$ cat config.mk
export PLATFORM = sky130hd
export DESIGN_NAME = rvvi_depacketizer
export DESIGN_NICKNAME = d
export VERILOG_FILES = /design/src/rtl/rvvi_depacketizer.sv
export SDC_FILE = /design/constraint.sdc
export NUM_CORES = 2
export LEC_CHECK = 0
export BUFFER_PORTS_ARGS = -buffer_cell sky130_fd_sc_hd__buf_2
export CAP_MARGIN = 15
export CORE_MARGIN = 4
export CORE_UTILIZATION = 55
export CTS_BUF_LIST = sky130_fd_sc_hd__clkbuf_16
export DETAILED_ROUTE_END_ITERATION = 16
export PLACE_DENSITY = 0.74
export SETUP_SLACK_MARGIN = 0.2
export SYNTH_ARGS = -nofsm -noshare
export SYNTH_HDL_FRONTEND = slang
export SYNTH_SLANG_ARGS = --single-unit
$ cat constraint.sdc
create_clock -name m_axi_aclk -period 5.9 [get_ports m_axi_aclk]
set_input_delay 0.59 -clock m_axi_aclk [delete_from_list [all_inputs] [get_ports m_axi_aclk]]
set_output_delay 0.59 -clock m_axi_aclk [all_outputs]
set_load 0.02 [all_outputs]
$ cat src/rtl/rvvi_depacketizer.sv
// rvvi_depacketizer
//   Recovers fixed-width RVVI records from Ethernet frames arriving on an
//   AXI-stream receive channel. A frame is four header beats followed by
//   NW = ceil(RVVI_WIDTH/32) payload beats, the last of which carries tlast.
//   Frames with a wrong header or the wrong length are dropped and counted.
//
// Ports
//   m_axi_aclk, m_axi_aresetn  clock, asynchronous active-low reset
//   RvviAxiR*                  AXI-stream receive channel (tstrb ignored)
//   Rvvi, FrameCount           recovered record and its frame count
//   Valid / Ready              output handshake
//   FrameCountError            one-cycle pulse: frame count out of sequence
//   GoodFrames, DroppedFrames  saturating frame counters
//   dbg_state_o                current parser state
//
// Handshakes: a transfer happens on a rising edge where valid and ready are
// both high. The producer holds valid and data stable until then; ready may
// depend combinationally on the consumer's ready (RvviAxiRready does).
module rvvi_depacketizer #(
  parameter int          RVVI_WIDTH        = 632,
  parameter int          FRAME_COUNT_WIDTH = 16,
  parameter logic [47:0] DST_MAC           = 48'h8F54_0000_1654,
  parameter logic [47:0] SRC_MAC           = 48'h4502_1111_6843,
  parameter logic [15:0] ETH_TYPE          = 16'h005c
) (
  input  logic                         m_axi_aclk,
  input  logic                         m_axi_aresetn,
  input  logic [31:0]                  RvviAxiRdata,
  input  logic [3:0]                   RvviAxiRstrb,
  input  logic                         RvviAxiRlast,
  input  logic                         RvviAxiRvalid,
  output logic                         RvviAxiRready,
  output logic [RVVI_WIDTH-1:0]        Rvvi,
  output logic [FRAME_COUNT_WIDTH-1:0] FrameCount,
  output logic                         Valid,
  input  logic                         Ready,
  output logic                         FrameCountError,
  output logic [15:0]                  GoodFrames,
  output logic [15:0]                  DroppedFrames,
  output logic [2:0]                   dbg_state_o
);

  localparam int NW = (RVVI_WIDTH + 31) / 32;
  localparam int SW = NW * 32;
  localparam int CW = $clog2(NW + 1);

  typedef enum logic [2:0] {
    HDR0    = 3'd0,
    HDR1    = 3'd1,
    HDR2    = 3'd2,
    HDR3    = 3'd3,
    PAYLOAD = 3'd4,
    DRAIN   = 3'd5
  } state_t;

  state_t                         state_q, state_d, hdr_next;
  logic [CW-1:0]                  cnt_q, cnt_d;
  logic [FRAME_COUNT_WIDTH-1:0]   fc_rx_q, fc_rx_d;
  logic [SW-1:0]                  sh_q, sh_next;
  logic [RVVI_WIDTH-1:0]          rvvi_q;
  logic [FRAME_COUNT_WIDTH-1:0]   fc_out_q, exp_q;
  logic                           valid_q, fce_q, first_q;
  logic [15:0]                    good_q, drop_q;
  logic                           beat, hdr_ok, accept, drop;

  assign RvviAxiRready = ~valid_q | Ready;
  assign beat          = RvviAxiRvalid & RvviAxiRready;

  // Payload beats enter at the top and move down, so after NW beats the
  // first payload word sits in bits [31:0].
  assign sh_next = (sh_q >> 32) | (SW'(RvviAxiRdata) << (SW - 32));

  always_comb begin
    state_d  = state_q;
    cnt_d    = cnt_q;
    fc_rx_d  = fc_rx_q;
    accept   = 1'b0;
    drop     = 1'b0;
    hdr_ok   = 1'b0;
    hdr_next = HDR0;
    case (state_q)
      HDR0: begin
        hdr_ok   = (RvviAxiRdata == DST_MAC[31:0]);
        hdr_next = HDR1;
      end
      HDR1: begin
        hdr_ok   = (RvviAxiRdata == {SRC_MAC[15:0], DST_MAC[47:32]});
        hdr_next = HDR2;
      end
      HDR2: begin
        hdr_ok   = (RvviAxiRdata == SRC_MAC[47:16]);
        hdr_next = HDR3;
      end
      HDR3: begin
        hdr_ok   = (RvviAxiRdata[15:0] == ETH_TYPE);
        hdr_next = PAYLOAD;
      end
      default: ;
    endcase
    if (beat) begin
      case (state_q)
        HDR0, HDR1, HDR2, HDR3: begin
          // A header mismatch or an early tlast both end this frame's hope.
          drop = ~hdr_ok | RvviAxiRlast;
          if (RvviAxiRlast) begin
            state_d = HDR0;
          end else if (!hdr_ok) begin
            state_d = DRAIN;
          end else begin
            state_d = hdr_next;
            if (state_q == HDR3) begin
              fc_rx_d = RvviAxiRdata[31:16];
              cnt_d   = '0;
            end
          end
        end
        PAYLOAD: begin
          if (cnt_q == CW'(NW - 1)) begin
            if (RvviAxiRlast) begin
              accept  = 1'b1;
              state_d = HDR0;
            end else begin
              drop    = 1'b1;
              state_d = DRAIN;
            end
          end else if (RvviAxiRlast) begin
            drop    = 1'b1;
            state_d = HDR0;
          end else begin
            cnt_d = cnt_q + CW'(1);
          end
        end
        DRAIN: begin
          if (RvviAxiRlast) state_d = HDR0;
        end
        default: state_d = HDR0;
      endcase
    end
  end

  always_ff @(posedge m_axi_aclk or negedge m_axi_aresetn) begin
    if (!m_axi_aresetn) begin
      state_q <= HDR0;
      cnt_q   <= '0;
      fc_rx_q <= '0;
      sh_q    <= '0;
    end else begin
      state_q <= state_d;
      cnt_q   <= cnt_d;
      fc_rx_q <= fc_rx_d;
      if (beat && state_q == PAYLOAD) sh_q <= sh_next;
    end
  end

  // Output register, sequence tracking and counters. A new record can only
  // be accepted when RvviAxiRready is high, so a held record is never
  // overwritten before Ready.
  always_ff @(posedge m_axi_aclk or negedge m_axi_aresetn) begin
    if (!m_axi_aresetn) begin
      rvvi_q   <= '0;
      fc_out_q <= '0;
      valid_q  <= 1'b0;
      fce_q    <= 1'b0;
      first_q  <= 1'b1;
      exp_q    <= '0;
      good_q   <= '0;
      drop_q   <= '0;
    end else begin
      fce_q <= accept & ~first_q & (fc_rx_q != exp_q);
      if (accept) begin
        rvvi_q   <= sh_next[RVVI_WIDTH-1:0];
        fc_out_q <= fc_rx_q;
        valid_q  <= 1'b1;
        first_q  <= 1'b0;
        exp_q    <= fc_rx_q + 1'b1;
      end else if (Ready) begin
        valid_q <= 1'b0;
      end
      if (accept && good_q != 16'hFFFF) good_q <= good_q + 16'd1;
      if (drop && drop_q != 16'hFFFF) drop_q <= drop_q + 16'd1;
    end
  end

  assign Rvvi            = rvvi_q;
  assign FrameCount      = fc_out_q;
  assign Valid           = valid_q;
  assign FrameCountError = fce_q;
  assign GoodFrames      = good_q;
  assign DroppedFrames   = drop_q;
  assign dbg_state_o     = state_q;

  // tstrb carries no information here; padding bits above RVVI_WIDTH in the
  // last payload word are discarded.
  logic unused_strb;
  assign unused_strb = ^RvviAxiRstrb;
  generate
    if (SW > RVVI_WIDTH) begin : g_pad
      logic unused_pad;
      assign unused_pad = ^sh_next[SW-1:RVVI_WIDTH];
    end
  endgenerate

endmodule

## After elaboration in Yosys (flattened, before gate mapping)

Index checks and enable logic that the tools add are counted.

| storage, ports and cells | value |
|---|---|
| bits in registers | 1363 |
| input port bits | 41 |
| output and inout bits | 686 |
| word-level logic and storage cells | 77 |

| operators by class | value |
|---|---|
| $add $sub $neg | 4 |
| equality and inequality tests | 18 |
| multiplexer cells | 24 |
| bitwise gates (word level) | 10 |
| reduce and logical (&&, ||, !) cells | 9 |

Operators by type and width:

| operator | count |
|---|---|
| 608-bit by 640-bit OR with 640-bit output | 1 |
| 32-bit by 31-bit equality test with 1-bit output, second input constant | 2 |
| 16-bit by 1-bit adder with 16-bit output, second input constant | 3 |
| 32-bit by 13-bit equality test with 1-bit output, second input constant | 1 |
| 16-bit inequality test, second input constant | 2 |
| 5-bit 2-to-1 mux | 5 |
| 16-bit by 7-bit equality test with 1-bit output, second input constant | 1 |
| 16-bit inequality test | 1 |
| 3-bit 2-to-1 mux | 5 |
| 3-bit case mux with 4 select lines | 1 |
| 2-bit inequality test, second input constant | 5 |
| 5-bit case mux with 2 select lines | 1 |
| 1-bit 2-to-1 mux | 9 |
| 3-bit case mux with 3 select lines | 1 |
| 7-bit AND reduction | 1 |
| 3-bit by 2-bit equality test with 1-bit output, second input constant | 2 |
| 3-bit equality test, second input constant | 2 |
| 5-bit by 1-bit adder with 5-bit output, second input constant | 1 |
| 5-bit equality test, second input constant | 1 |
| 5-bit AND reduction | 1 |
| 1-bit NOT | 4 |
| 1-bit case mux with 4 select lines | 1 |
| 2-bit nonzero test | 2 |
| 4-bit OR reduction | 1 |
| 6 further kinds | 11 |

## Depth between registers and ports, before layout

| logic depth | value |
|---|---|
| depth after elaboration | 7 |
| depth in mapped cells | 11 |
| depth with buffers taken out | 10 |

## Worst setup path before layout

Ideal clock, no wire load.

| path | value |
|---|---|
| path type | register to register |
| start | register cnt_q[0] |
| end | register good_q[9], in the netlist GoodFrames[9] |
| setup time | 0.080 ns |
| arrival | 2.212 ns |
| data required time | 5.820 ns |
| path slack | 3.609 ns |
| stages on the path, launching flop included | 12 |
| path buffers | 1 |
| period minus slack after synthesis | 2.291 ns |
| cell sequence | dfrtp_1 -> ha_1 -> nand2b_1 -> nor3b_1 -> ha_1 -> nand4_1 -> buf_2 -> a31oi_4 -> and4_1 -> nand4_1 -> nor2_1 -> xor2_1 |

| on the way | value |
|---|---|
| cells in the longest elaborated chain, start to end | 5 |

RTL lines:

| element | line | source |
|---|---|---|
| start: declaration | 57 | `logic [CW-1:0] cnt_q, cnt_d;` |
| start signal: assignment | 149 | `cnt_q <= cnt_d;` |
| 5-bit equality test | 118 | `if (cnt_q == CW'(NW - 1)) begin` |
| 1-bit 2-to-1 mux | 118 |  |
| 1-bit 2-to-1 mux | 101 | `case (state_q)` |
| 1-bit 2-to-1 mux | 100 | `if (beat) begin` |
| 1-bit logical AND | 179 | `if (accept && good_q != 16'hFFFF) good_q <= good_q + 16'd1;` |
| end signal: assignment | 179 |  |
| end: declaration | 63 | `logic [15:0] good_q, drop_q;` |

No other way between the ends.
A chain may end at the register's enable or synchronous reset.

## Worst setup path after layout

| path | value |
|---|---|
| start | register cnt_q[0] |
| end | register rvvi_q[490], in the netlist Rvvi[490] |

| on the way | value |
|---|---|
| cells in the longest elaborated chain, start to end | 4 |

RTL lines:

| element | line | source |
|---|---|---|
| 5-bit equality test | 118 |  |
| 1-bit 2-to-1 mux | 118 |  |
| 1-bit 2-to-1 mux | 101 |  |
| 1-bit 2-to-1 mux | 100 |  |
| end signal: assignment | 171 | `rvvi_q <= sh_next[RVVI_WIDTH-1:0];` |
| end: declaration | 60 | `logic [RVVI_WIDTH-1:0] rvvi_q;` |

No other way between the ends.

==> metrics.cfg <==
[place]
dpl_cell_area_sq_um = 55000
dp_hpwl_mm = 89.9
place_ws_ps = 1710
dp_cells = 6026
globalplace.congestion = 0.857
place.port_buffers = 722

[final_layout]
area_delta_synth_final_pct = 17.8
antenna_cells = 0
multi_input_comb_area_sq_um = 16100
stdcell_area_sq_um = 59400
stdcell_count = 6267
nFillCells = 6901
drive_gt1_frac = 0.319
ff_latch_area_sq_um = 33300
nNetsFinal = 5034

[power]
p_clk_frac = 0.392
internal-power_w = 0.0157
p_comb_frac = 0.077
leakagePower_nw = 34.3
seq_power_share = 0.531
peakVddDrop_v = 0.000286
pwr_density_cell_nw_per_um2 = 362
p_sw_frac = 0.270
switchingPower_w = 0.00579

[drt]
vias_per_cell = 5.38
drt-pass1-iter-count = 7
totalWireLength_mm = 133
route.detailed.drc = 0
dr_total_vias = 33700
drtIter0Drc = 2904
ant_nets = 0
wl_per_cell_um = 21.2

[grt]
grt_pass1_wl_mm = 205
track_usage = 0.274
grt_pass1_vias = 34100
overflow = 0
antenna_found_initial = 1
grt_max_degree = 204

[setup_path]
path_class = reg -> reg
start_kind = flip-flop
path_max_fanout = 169
crit_required_ps = 6510
endpoint_kind = flip-flop
cp_data_arrival_time_ps = 4840

[yosys]
syn_area_per_cell_sq_um = 11.7
synth_flop_cell = dfrtp_1
ys_seq_elements = 1331
synth_top_area_cell = dfrtp_1
yosys_warnings = 0
ys_seq_area_frac = 0.661
synth_edf_count = 0
synth_area_leaders = dfrtp_1 (66%), mux2_2 (15%), nand2_1 (14%), clkbuf_1 (1.1%), buf_2 (0.70%)
synth.distinct_cells = 56
syn_inst = 4314
synth.most_common_cell = nand2_1
synth.top_cell.area_share = 0.661
syn-cell-area_sq_um = 50400
async_flop_share = 1.00
mappedNetlistNets = 4360
ys_top_cells_by_count = nand2_1 (1,861), dfrtp_1 (1,330), mux2_2 (665)

[clock_network]
clk_pin_slew_ps = 60
insertion_delay_ps = 740
cts_buffer_depth = 3
post_cts_buffers = 0
root_buffer = clkbuf_16
clock_sinks = 1331
cts_tree = built
cts_max_level = 4
cts_buffers = 135

[timing]
setup-tns-final_ps = 0
hold_ws_ps = 120
rsz0062_at_grt = false
slew_headroom = 0.246
hold_viol_final = 0
finalClockSkew_ps = 29.6
tightest_slew_ps = 1130
worst_slack_ps = 1670
setup_viol = 0
report.final.slew_viol_count = 0
finalCritPeriodShare = 0.717
max_freq_mhz = 236
fin_crit_ps = 4230

[hold_path]
worstHoldPathType = in -> reg

[floorplan]
num_rows = 110
die_w_um = 311
floorplan.io_pins = 727
die_area_sq_um = 96500
die_h_um = 311
initial_core_util = 0.557
core-area_sq_um = 90400

[outcome]
status = complete, no violations

[flow_run]
maxCapViolations = 0

[routing by layer]
metal | GRT usage | share of wire | vias to the layer above
met3 | 0.0747 | 0.071 | 279
met2 | 0.447 | 0.49 | 1030
li1 | - | - | 15300
met5 | 0 | 0.00034 | -
met1 | 0.345 | 0.39 | 17100
met4 | 0.128 | 0.050 | 2
[timing repair]
action                                  CTS  global route
endpoints found under the hold margin   137             0
hold buffers                              1             0
endpoints found under the setup margin    0             0
resized for setup                         0             0
[state kept, by name, indices dropped and copies added, names as in the netlist]
signal           flops
Valid                1
dbg_state_o          3
first_q              1
FrameCountError      1
sh_q               608
cnt_q                5
Rvvi               632
GoodFrames          16
fc_rx_q             16
FrameCount          16
DroppedFrames       16
exp_q               16
[stage by stage]
stage	utilization	total power, W
2_1_floorplan	-	0.0121
3_3_place_gp	0.608	0.0131
3_5_place_dp	0.608	0.0132
4_1_cts	0.656	0.0216
5_1_grt	0.656	0.0224
6_report	0.656	0.0215
[power groups by stage]
stage	Sequential (W)	Combinational (W)	Clock, W
after floorplan	0.0111	0.00109	0
after global placement	0.0115	0.00159	0
after detailed placement	0.0115	0.00166	0
after CTS	0.0114	0.00169	0.00854
after global routing	0.0115	0.00194	0.00893
final	0.0114	0.00165	0.00840
[cell type report]
cell class / count / area share
Clock buffer: 139 / 0.0586
Clock inverter: 101 / 0.0147
Inverter: 8 / 0.000506
Multi-Input combinational cell: 2753 / 0.271
Sequential cell: 1331 / 0.561
Tap cell: 1176 / 0.0248
Timing Repair Buffer: 759 / 0.0688
[critical path: stages, from the launching register on]
cell and delay (ps):
dfrtp_1 400, ha_1 230, nand2b_1 100, nor3b_1 80
ha_1 180, nand4_1 120, buf_4 710, buf_12 580
buf_4 840, mux2_2 420
[final timing paths]
check | start | slack (ps) | end | depth (start not counted)
max | cnt_q[0] | 1670 | Rvvi[490] | 9
min | RvviAxiRdata[13] | 120 | sh_q[621] | 3
max reg2reg | cnt_q[0] | 1670 | Rvvi[490] | 9
min reg2reg | sh_q[63] | 470 | sh_q[63] | 2
max in group asynchronous | m_axi_aresetn | 3800 | Rvvi[525] | 3
min in group asynchronous | m_axi_aresetn | 510 | Rvvi[217] | 2
[placed cells by master (no fill, tap or decap), drive strengths merged, types with 4 or more instances in the layout]
master | synthesis | layout
clkbuf | 143 | 139
nor2 | 20 | 20
inv | 8 | 36
nor3 | 15 | 15
xor2 | 23 | 23
clkinv | 0 | 56
nand3 | 22 | 22
and3 | 8 | 8
dfrtp | 1330 | 1330
ha | 5 | 5
nand4 | 20 | 20
nor3b | 4 | 4
and2 | 4 | 4
nand2 | 1862 | 1862
o21ai | 25 | 25
buf | 79 | 758
xnor2 | 36 | 36
nor4 | 5 | 5
mux2 | 668 | 668
a21oi | 4 | 4
bufinv | 0 | 14
[logic make-up after synthesis]
kind of cell	share of synthesized area
AND/OR/NAND/NOR	0.152
flip-flops	0.661
multiplexers	0.149
buffers and inverters	0.0193
XOR/XNOR	0.0103
AO/OA/AOI/OAI	0.00651
adder cells (fa/ha/maj)	0.00124
No activity file was read; power rests on OpenSTA's default activity.
